[config.mk]
export PLATFORM = sky130hd
export DESIGN_NAME = posit_extract_pipe
export DESIGN_NICKNAME = d
export VERILOG_FILES = /design/src/rtl/posit_extract_pipe.sv
export SDC_FILE = /design/constraint.sdc
export NUM_CORES = 1
export LEC_CHECK = 0
export BUFFER_PORTS_ARGS = -buffer_cell sky130_fd_sc_hd__buf_4
export CAP_MARGIN = 20
export CORE_UTILIZATION = 43
export DETAILED_ROUTE_END_ITERATION = 8
export PLACE_DENSITY = 0.67
export SETUP_SLACK_MARGIN = 0.05
export SLEW_MARGIN = 20
export SYNTH_ARGS = -nofsm -noshare
export SYNTH_HDL_FRONTEND = slang
export SYNTH_SLANG_ARGS = --single-unit
[constraint.sdc]
create_clock -name Clk -period 6.1 [get_ports Clk]
set_input_delay 1.83 -clock Clk [delete_from_list [all_inputs] [get_ports Clk]]
set_output_delay 1.83 -clock Clk [all_outputs]
set_load 0.005 [all_outputs]
[src/rtl/posit_extract_pipe.sv]
// Two-stage, back-pressurable posit field extractor: S1 captures sign, special
// flags and the two's-complement-normalised body; S2 decodes regime, exponent and fraction.
module posit_extract_pipe #(
    parameter  int N  = 8,
    parameter  int ES = 3,
    parameter  int TW = 4,
    localparam int RS = $clog2(N) + 1
) (
    input  logic                    Clk,
    input  logic                    Reset,
    input  logic                    InValid,
    output logic                    InReady,
    input  logic [N-1:0]            In,
    input  logic [TW-1:0]           InTag,
    output logic                    OutValid,
    input  logic                    OutReady,
    output logic                    Sign,
    output logic                    Zero,
    output logic                    NaR,
    output logic signed [RS-1:0]    RegimeValue,
    output logic [ES-1:0]           Exponent,
    output logic [N-ES-3:0]         Mantissa,
    output logic signed [RS+ES-1:0] TotalExp,
    output logic [TW-1:0]           OutTag
);
    localparam int FW = N - ES - 3;

    // Length of the leading run of identical bits, 1..N-1.
    function automatic logic [RS-1:0] run_len(input logic [N-2:0] rem);
        logic          stop;
        logic [RS-1:0] k;
        stop = 1'b0;
        k    = '0;
        for (int i = N - 2; i >= 0; i--) begin
            if (!stop && (rem[i] == rem[N-2])) begin
                k = k + RS'(1);
            end else begin
                stop = 1'b1;
            end
        end
        return k;
    endfunction

    // Bits following the run and its terminator, left-aligned, zero-filled past the LSB.
    function automatic logic [N-4:0] tail_bits(input logic [N-2:0] rem, input logic [RS-1:0] k);
        logic [N-4:0] f;
        int           src;
        f = '0;
        for (int m = 0; m < N - 3; m++) begin
            src = N - 3 - int'(k) - m;
            if (src >= 0) begin
                f[N-4-m] = rem[src];
            end else begin
                f[N-4-m] = 1'b0;
            end
        end
        return f;
    endfunction

    logic            s1_valid_q, s1_sign_q, s1_zero_q, s1_nar_q;
    logic [N-2:0]    s1_rem_q;
    logic [TW-1:0]   s1_tag_q;
    logic            s1_sign_d, s1_zero_d, s1_nar_d;
    logic [N-2:0]    s1_rem_d;

    logic            out_valid_q, sign_q, zero_q, nar_q;
    logic signed [RS-1:0] regime_q, regime_d;
    logic [ES-1:0]   exp_q, exp_d;
    logic [FW:0]     mant_q, mant_d;
    logic [TW-1:0]   tag_q;
    logic [RS-1:0]   k_s;
    logic [N-4:0]    field_s;
    logic            s1_en_s, s2_en_s;

    assign s2_en_s = !out_valid_q || OutReady;
    assign s1_en_s = !s1_valid_q || s2_en_s;
    assign InReady = s1_en_s;

    // S1 next state: sign, special-value flags and body magnitude.
    always_comb begin
        s1_sign_d = In[N-1];
        s1_zero_d = (In == '0);
        s1_nar_d  = (In == {1'b1, {(N-1){1'b0}}});
        if (In[N-1]) begin
            s1_rem_d = ~In[N-2:0] + (N-1)'(1);
        end else begin
            s1_rem_d = In[N-2:0];
        end
    end

    // S2 next state: regime / exponent / fraction decode, zeroed for specials.
    always_comb begin
        k_s     = run_len(s1_rem_q);
        field_s = tail_bits(s1_rem_q, k_s);
        if (s1_zero_q || s1_nar_q) begin
            regime_d = '0;
            exp_d    = '0;
            mant_d   = '0;
        end else begin
            if (s1_rem_q[N-2]) begin
                regime_d = $signed(k_s - RS'(1));
            end else begin
                regime_d = -$signed(k_s);
            end
            exp_d  = field_s[N-4 -: ES];
            mant_d = {1'b1, field_s[FW-1:0]};
        end
    end

    // Stage 1 register.
    always_ff @(posedge Clk) begin
        if (Reset) begin
            s1_valid_q <= 1'b0;
            s1_sign_q  <= 1'b0;
            s1_zero_q  <= 1'b0;
            s1_nar_q   <= 1'b0;
            s1_rem_q   <= '0;
            s1_tag_q   <= '0;
        end else if (s1_en_s) begin
            s1_valid_q <= InValid;
            if (InValid) begin
                s1_sign_q <= s1_sign_d;
                s1_zero_q <= s1_zero_d;
                s1_nar_q  <= s1_nar_d;
                s1_rem_q  <= s1_rem_d;
                s1_tag_q  <= InTag;
            end
        end
    end

    // Stage 2 (output) register; holds while stalled.
    always_ff @(posedge Clk) begin
        if (Reset) begin
            out_valid_q <= 1'b0;
            sign_q      <= 1'b0;
            zero_q      <= 1'b0;
            nar_q       <= 1'b0;
            regime_q    <= '0;
            exp_q       <= '0;
            mant_q      <= '0;
            tag_q       <= '0;
        end else if (s2_en_s) begin
            out_valid_q <= s1_valid_q;
            if (s1_valid_q) begin
                sign_q   <= s1_sign_q;
                zero_q   <= s1_zero_q;
                nar_q    <= s1_nar_q;
                regime_q <= regime_d;
                exp_q    <= exp_d;
                mant_q   <= mant_d;
                tag_q    <= s1_tag_q;
            end
        end
    end

    assign OutValid    = out_valid_q;
    assign Sign        = sign_q;
    assign Zero        = zero_q;
    assign NaR         = nar_q;
    assign RegimeValue = regime_q;
    assign Exponent    = exp_q;
    assign Mantissa    = mant_q;
    // Exponent is unsigned and ES wide, so the scale is a plain concatenation.
    assign TotalExp    = {regime_q, exp_q};
    assign OutTag      = tag_q;
endmodule
==> results.sh, run 1 <==
export IMPL_status="finished, final reports clean"
export IMPL_endpoint="InReady"
export IMPL_holdBufCountCts=0
export IMPL_worstSetupStartpointType="input port"
export IMPL_cp_startpoint="OutReady"
export IMPL_grt_use_total_pct=17.27
export IMPL_dp_hpwl_um=2991
export IMPL_cts_htree_levels=2
export IMPL_drc=0
export IMPL_async_flop_share_pct=0
export IMPL_yosys_top_cells_area="dfxtp_1 32%, ha_1 8.6%, nand2_1 8.3%, a21oi_1 5.9%, nor2_1 4.2%"
export IMPL_synthMuxAreaShare_pct=3.303
export IMPL_cts_tree="built"
export IMPL_cts_root_buffer="clkbuf_8"
export IMPL_reg2reg_depth=9
export IMPL_top_level_ports=42
export IMPL_cts_made_buffers=5
export IMPL_clock_fmax_mhz=239.1
export IMPL_synth_xor_xnor_area_share_pct=4.281
export IMPL_synth_area_um2=2046
export IMPL_slew_limit_headroom_pct=40.67
export IMPL_wl_per_cell_um=12.45
export IMPL_worstPathRequired_ns=4.27
export IMPL_hold_viol=0
export IMPL_io_buffer_count=41
export IMPL_antenna_found_initial=0
export IMPL_path_class="in -> out"
export IMPL_synth_common_cells="45 x nand2_1, 33 x dfxtp_1, 24 x a21oi_1, 23 x nor2_1, 14 x ha_1"
export IMPL_num_nets_final=308
export IMPL_die_y_um=70.98
export IMPL_fillers=437
export IMPL_dieArea_um2=5037
export IMPL_grt_pass1_wl_um=6844
export IMPL_arrival_ns=2.35
export IMPL_synth_top_cell_by_area="dfxtp_1"
export IMPL_fp_coreArea_um2=4474
export IMPL_yosysWarningCount=0
export IMPL_finalSetupTns_ns=0
export IMPL_ant_nets=0
export IMPL_p_leak_nw=1.033
export IMPL_period_minus_slack_ns=4.183
export IMPL_crit_path_max_fanout=6
export IMPL_synth_edff_count=0
export IMPL_slew_viol_final=0
export IMPL_final_area_um2=2412
export IMPL_ctsLongestPathBuffers=2
export IMPL_worst_pin_slew_ns=0.8900
export IMPL_placed_area_um2=2297
export IMPL_drt_iter0_markers=90
export IMPL_die_width_um=70.98
export IMPL_wirelength_um=4122
export IMPL_synth_top_flop_cell="dfxtp_1"
export IMPL_cts_resized=0
export IMPL_ys_ff_latch=33
export IMPL_rrSetupSlack_ns=2.71
export IMPL_synth_most_common_cell="nand2_1"
export IMPL_rows=24
export IMPL_synth_fa_ha_area_share_pct=8.563
export IMPL_fin_skew_ns=0.004895
export IMPL_p_per_area_nw_per_um2=261.1
export IMPL_yosys_area_share_simple_pct=21.83
export IMPL_via_per_inst=5.257
export IMPL_overflow=0
export IMPL_synth_top_family_by_area="simple AND/OR/NAND/NOR gates"
export IMPL_clkTransAtPathRegs_ns=0.07
export IMPL_clk_latency_ns=0.29
export IMPL_ir_drop_mv=0.1503
export IMPL_post_cts_buffers=0
export IMPL_reg2reg_to="Mantissa[1]"
export IMPL_clkSinkCount=33
export IMPL_start_util_pct=45.72
export IMPL_yosysUniqueCellTypes=49
export IMPL_finalCritPeriodShare_pct=68.57
export IMPL_hp_class="reg -> reg"
export IMPL_syn_inst=251
export IMPL_final_util_pct=53.92
export IMPL_vias=1740
export IMPL_globalplace_congestion=0.8027
export IMPL_grt_max_degree=35
export IMPL_finalSetupViolCount=0
export IMPL_seq_area_frac_synth_pct=32.29
export IMPL_cap_violations=0
export IMPL_hold_slack_ns=0.4495
export IMPL_rsz0062_at_grt="no"
export IMPL_syn_num_nets=281
export IMPL_n_antenna_cell=0
export IMPL_drive_gt1_share_pct=22.94
export IMPL_min_from="Mantissa[1]"
export IMPL_synth_area_per_cell_um2=8.150
export IMPL_dr_pass1_iters=6
export IMPL_reg2reg_from="s1_rem_q[2]"
export IMPL_worstSetupEndpointType="output port"
export IMPL_area_growth_pct=17.92
export IMPL_yosys_area_top_type_share_pct=32.29
export IMPL_grt_pass1_vias=1509
export IMPL_synth_compound_area_share_pct=21.77
-- per-layer routing --
metal / GRT usage (%) / share of wire (%) / vias up
met1: 21.64 / 46 / 777
met5: 0 / 0 / -
met2: 28.10 / 47 / 51
met4: 5.333 / 1.2 / 0
li1: - / - / 906
met3: 5.840 / 5.5 / 6
-- area by class of cell --
class	instances	area, um^2	area share (%)
inverter	11	41.29	1.712
clock inverter	3	46.29	1.919
timing repair buffer	41	307.8	12.76
sequential	33	660.6	27.39
multi-input combinational	186	1222	50.67
clock buffer	5	68.82	2.853
tap	52	65.06	2.697
-- state kept, by name, summed over array words and instances, names as in the netlist, 3 cells and up --
name and flops:
s1_tag_q 4, s1_rem_q 7, OutTag 4, Exponent 3
Mantissa 3, RegimeValue 4
-- placed cells by master, fill, tap and decap left out, drive strengths merged, types with 2 or more instances in the layout --
cell,n
a211oi,6
a21oi,24
a22oi,3
a311o,4
a311oi,2
a31oi,2
and2,2
buf,41
clkbuf,5
dfxtp,33
ha,14
inv,11
mux2,3
mux2i,3
nand2,46
nand2b,7
nand3,3
nor2,23
nor2b,4
nor3,2
nor4,2
o2111ai,2
o21a,2
o21ai,7
o31ai,2
or3,2
xnor2,4
xor2,6
-- cells by family after synthesis --
logic type                 after synthesis
and+or+nand+nor                         94
AOI/OAI and AO/OA                       62
DFF                                     33
buffers and inverters                   32
adders and majority gates               14
xor gates and xnor gates                10
muxes                                    6
-- through the flow --
| step | std cells | total power, mW | setup WS [ns] |
|---|---|---|---|
| after floorplan | 251 | 0.3827 | 2.206 |
| after global placement | 323 | 0.4251 | 1.930 |
| after detailed placement | 323 | 0.4279 | 1.916 |
| after CTS | 331 | 0.6371 | 1.912 |
| after global routing | 331 | 0.6670 | 1.882 |
| final | 331 | 0.6299 | 1.917 |
-- critical path, cell delays in order --
cell and delay (ns):
buf_4 0.12, nor2b_4 0.16, nand2_1 0.10, buf_4 0.15
-- report_power, final --
part | internal (mW) | switching (mW) | leakage, nW
clock | 0.122 | 0.0840 | 0.0543
combinational | 0.0816 | 0.0984 | 0.709
sequential | 0.229 | 0.0150 | 0.270
-- worst min path at each step --
stage / depth (start not counted) / slack, ns / endpoint
after floorplan: 2 / 0.43 / OutTag[0]
after CTS: 2 / 0.46 / OutTag[3]
after detailed placement: 2 / 0.44 / OutTag[2]
after global placement: 2 / 0.44 / OutTag[3]
final: 2 / 0.45 / Mantissa[1]
after global routing: 2 / 0.47 / OutTag[2]
(Power assumes the default switching activity.)
==> run 2, diff against run 1 <==
Settings changed: PLACE_DENSITY 0.67 to 0.7.
Clock period 6.1 ns to 3.7 ns, I/O delays scaled along.
==> run 2 against run 1 <==
Effect of this change: the flow now finishes with violations (DRC); sequential power rose by 64%; cell area fell by 0.57%; non-clock buffer count rose by 2; register-to-register slack got worse by 1.7 ns; sequential cell count did not move; worst setup slack got worse by 0.96 ns; clock power rose by 28%; critical path depth did not move; die area did not move; global-route usage fell by 0.20 points; sequential share of layout area rose by 0.16 points; via count fell by 1.0%; critical endpoint unchanged.
==> results.sh, run 2 (synthesis results as in run 1) <==
export IMPL_ir_drop_mv=0.2388
export IMPL_cp_common_cell="buf_4"
export IMPL_rows=24
export IMPL_cpMaxStageDelayCell="nor2b_4"
export IMPL_grt_pass1_vias=1526
export IMPL_drc=3
export IMPL_arrival_ns=1.63
export IMPL_cts_made_buffers=5
export IMPL_dp_cells=325
export IMPL_cp_cell_sequence="buf_4, nor2b_4, nand2_1, buf_4"
export IMPL_period_minus_slack_ns=2.738
export IMPL_status="finished, violations left"
export IMPL_num_nets_final=310
export IMPL_final_common_cell="nand2_1"
export IMPL_cp_slowest_stage_delay_ns=0.15
export IMPL_ant_nets=0
export IMPL_overflow=0
export IMPL_start_util_pct=45.72
export IMPL_clock_fmax_mhz=365.2
export IMPL_path_buf_inv=2
export IMPL_finalCritPeriodShare_pct=74.01
export IMPL_fp_coreArea_um2=4474
export IMPL_worstSetupStartpointType="input port"
export IMPL_antenna_found_initial=0
export IMPL_largest_reg_flops=7
export IMPL_wl_per_cell_um=12.49
export IMPL_area_growth_pct=17.25
export IMPL_io_buffer_count=41
export IMPL_rsz0062_at_grt="no"
export IMPL_final_cells=333
export IMPL_holdBufCountCts=0
export IMPL_multiInputGateArea_um2=1222
export IMPL_worstPathRequired_ns=2.59
export IMPL_path_class="in -> out"
export IMPL_hold_viol=0
export IMPL_cts_root_buffer="clkbuf_8"
export IMPL_ff_latch_area_um2=660.6
export IMPL_die_width_um=70.98
export IMPL_clkSinkCount=33
export IMPL_grt_max_degree=35
export IMPL_clkTransAtPathRegs_ns=0.07
export IMPL_slew_viol_final=0
export IMPL_dp_hpwl_um=3119
export IMPL_dieArea_um2=5037
export IMPL_cap_violations=0
export IMPL_layout_common_cells="45 x nand2_1, 43 x buf_4, 33 x dfxtp_1"
export IMPL_hp_class="reg -> reg"
export IMPL_p_per_area_nw_per_um2=401.5
export IMPL_globalplace_congestion=0.7884
export IMPL_cts_tree="built"
export IMPL_largest_register="s1_rem_q"
export IMPL_violations="DRC"
export IMPL_p_leak_nw=1.033
export IMPL_top_level_ports=42
export IMPL_grt_pass1_wl_um=6893
export IMPL_n_antenna_cell=0
export IMPL_post_cts_buffers=0
export IMPL_finalSetupViolCount=0
export IMPL_cts_resized=0
export IMPL_via_per_inst=5.171
export IMPL_clk_latency_ns=0.28
export IMPL_crit_path_max_fanout=6
export IMPL_die_y_um=70.98
export IMPL_path_delay_family="buffers and inverters"
export IMPL_wirelength_um=4158
export IMPL_worst_pin_slew_ns=0.6789
export IMPL_dr_pass1_iters=7
export IMPL_worstSetupEndpointType="output port"
export IMPL_fillers=446
export IMPL_grt_use_total_pct=17.07
export IMPL_drive_gt1_share_pct=23.49
export IMPL_cts_htree_levels=2
export IMPL_fin_skew_ns=0.004707
export IMPL_ctsLongestPathBuffers=2
export IMPL_finalSetupTns_ns=0
export IMPL_drt_iter0_markers=80
export IMPL_slew_limit_headroom_pct=54.65
export IMPL_vias=1722
## run 2: area by class of cell
cell class	instances	area share, %
flip-flops and latches	33	27.54
multi-input cells	186	50.96
repair buffers	43	13.46
well taps	52	2.713
inverters	11	1.721
clock inverters	3	0.7303
clock buffers	5	2.869
## run 2: report_power, final
| group | total (mW) | switching, mW | internal, mW |
|---|---|---|---|
| Sequential | 0.401 | 0.0243 | 0.377 |
| Combinational | 0.299 | 0.161 | 0.137 |
| Clock | 0.263 | 0.133 | 0.130 |
| Total | 0.963 | 0.319 | 0.644 |
## run 2: per-stage QoR
stage / util (%) / cell area (um^2) / total power, mW / setup WS (ns) / hold WS [ns]
after CTS: 53.61 / 2399 / 0.9723 / 0.9573 / 0.4528
after global placement: 51.68 / 2312 / 0.7029 / 0.9699 / 0.4394
after global routing: 53.61 / 2399 / 1.024 / 0.7549 / 0.4682
final: 53.61 / 2399 / 0.9629 / 0.9618 / 0.4469
after detailed placement: 51.68 / 2312 / 0.7104 / 0.9606 / 0.4431
after floorplan: - / 2046 / 0.6309 / 0.7114 / 0.4321
## run 2: per-layer routing
metal  track usage (%)  routed length [um]  vias up
met3             3.989                 226        4
met1             21.50                1897      767
li1                  -                   -      908
met5                 0                   0        -
met4             3.333                  21        0
met2             29.91                2012       43
## run 2: worst min-delay path, cell delays in order, from the launching register on
cell and delay (ns):
dfxtp_1 0.31, nand2_1 0.05, o21ai_1 0.05
## run 2: final timing paths
path | start | to | slack, ns | depth (start not counted)
min reg2reg | Mantissa[1] | Mantissa[1] | 0.45 | 2
max | OutReady | InReady | 0.96 | 4
min | Mantissa[1] | Mantissa[1] | 0.45 | 2
max reg2reg | s1_rem_q[1] | Exponent[1] | 0.98 | 10
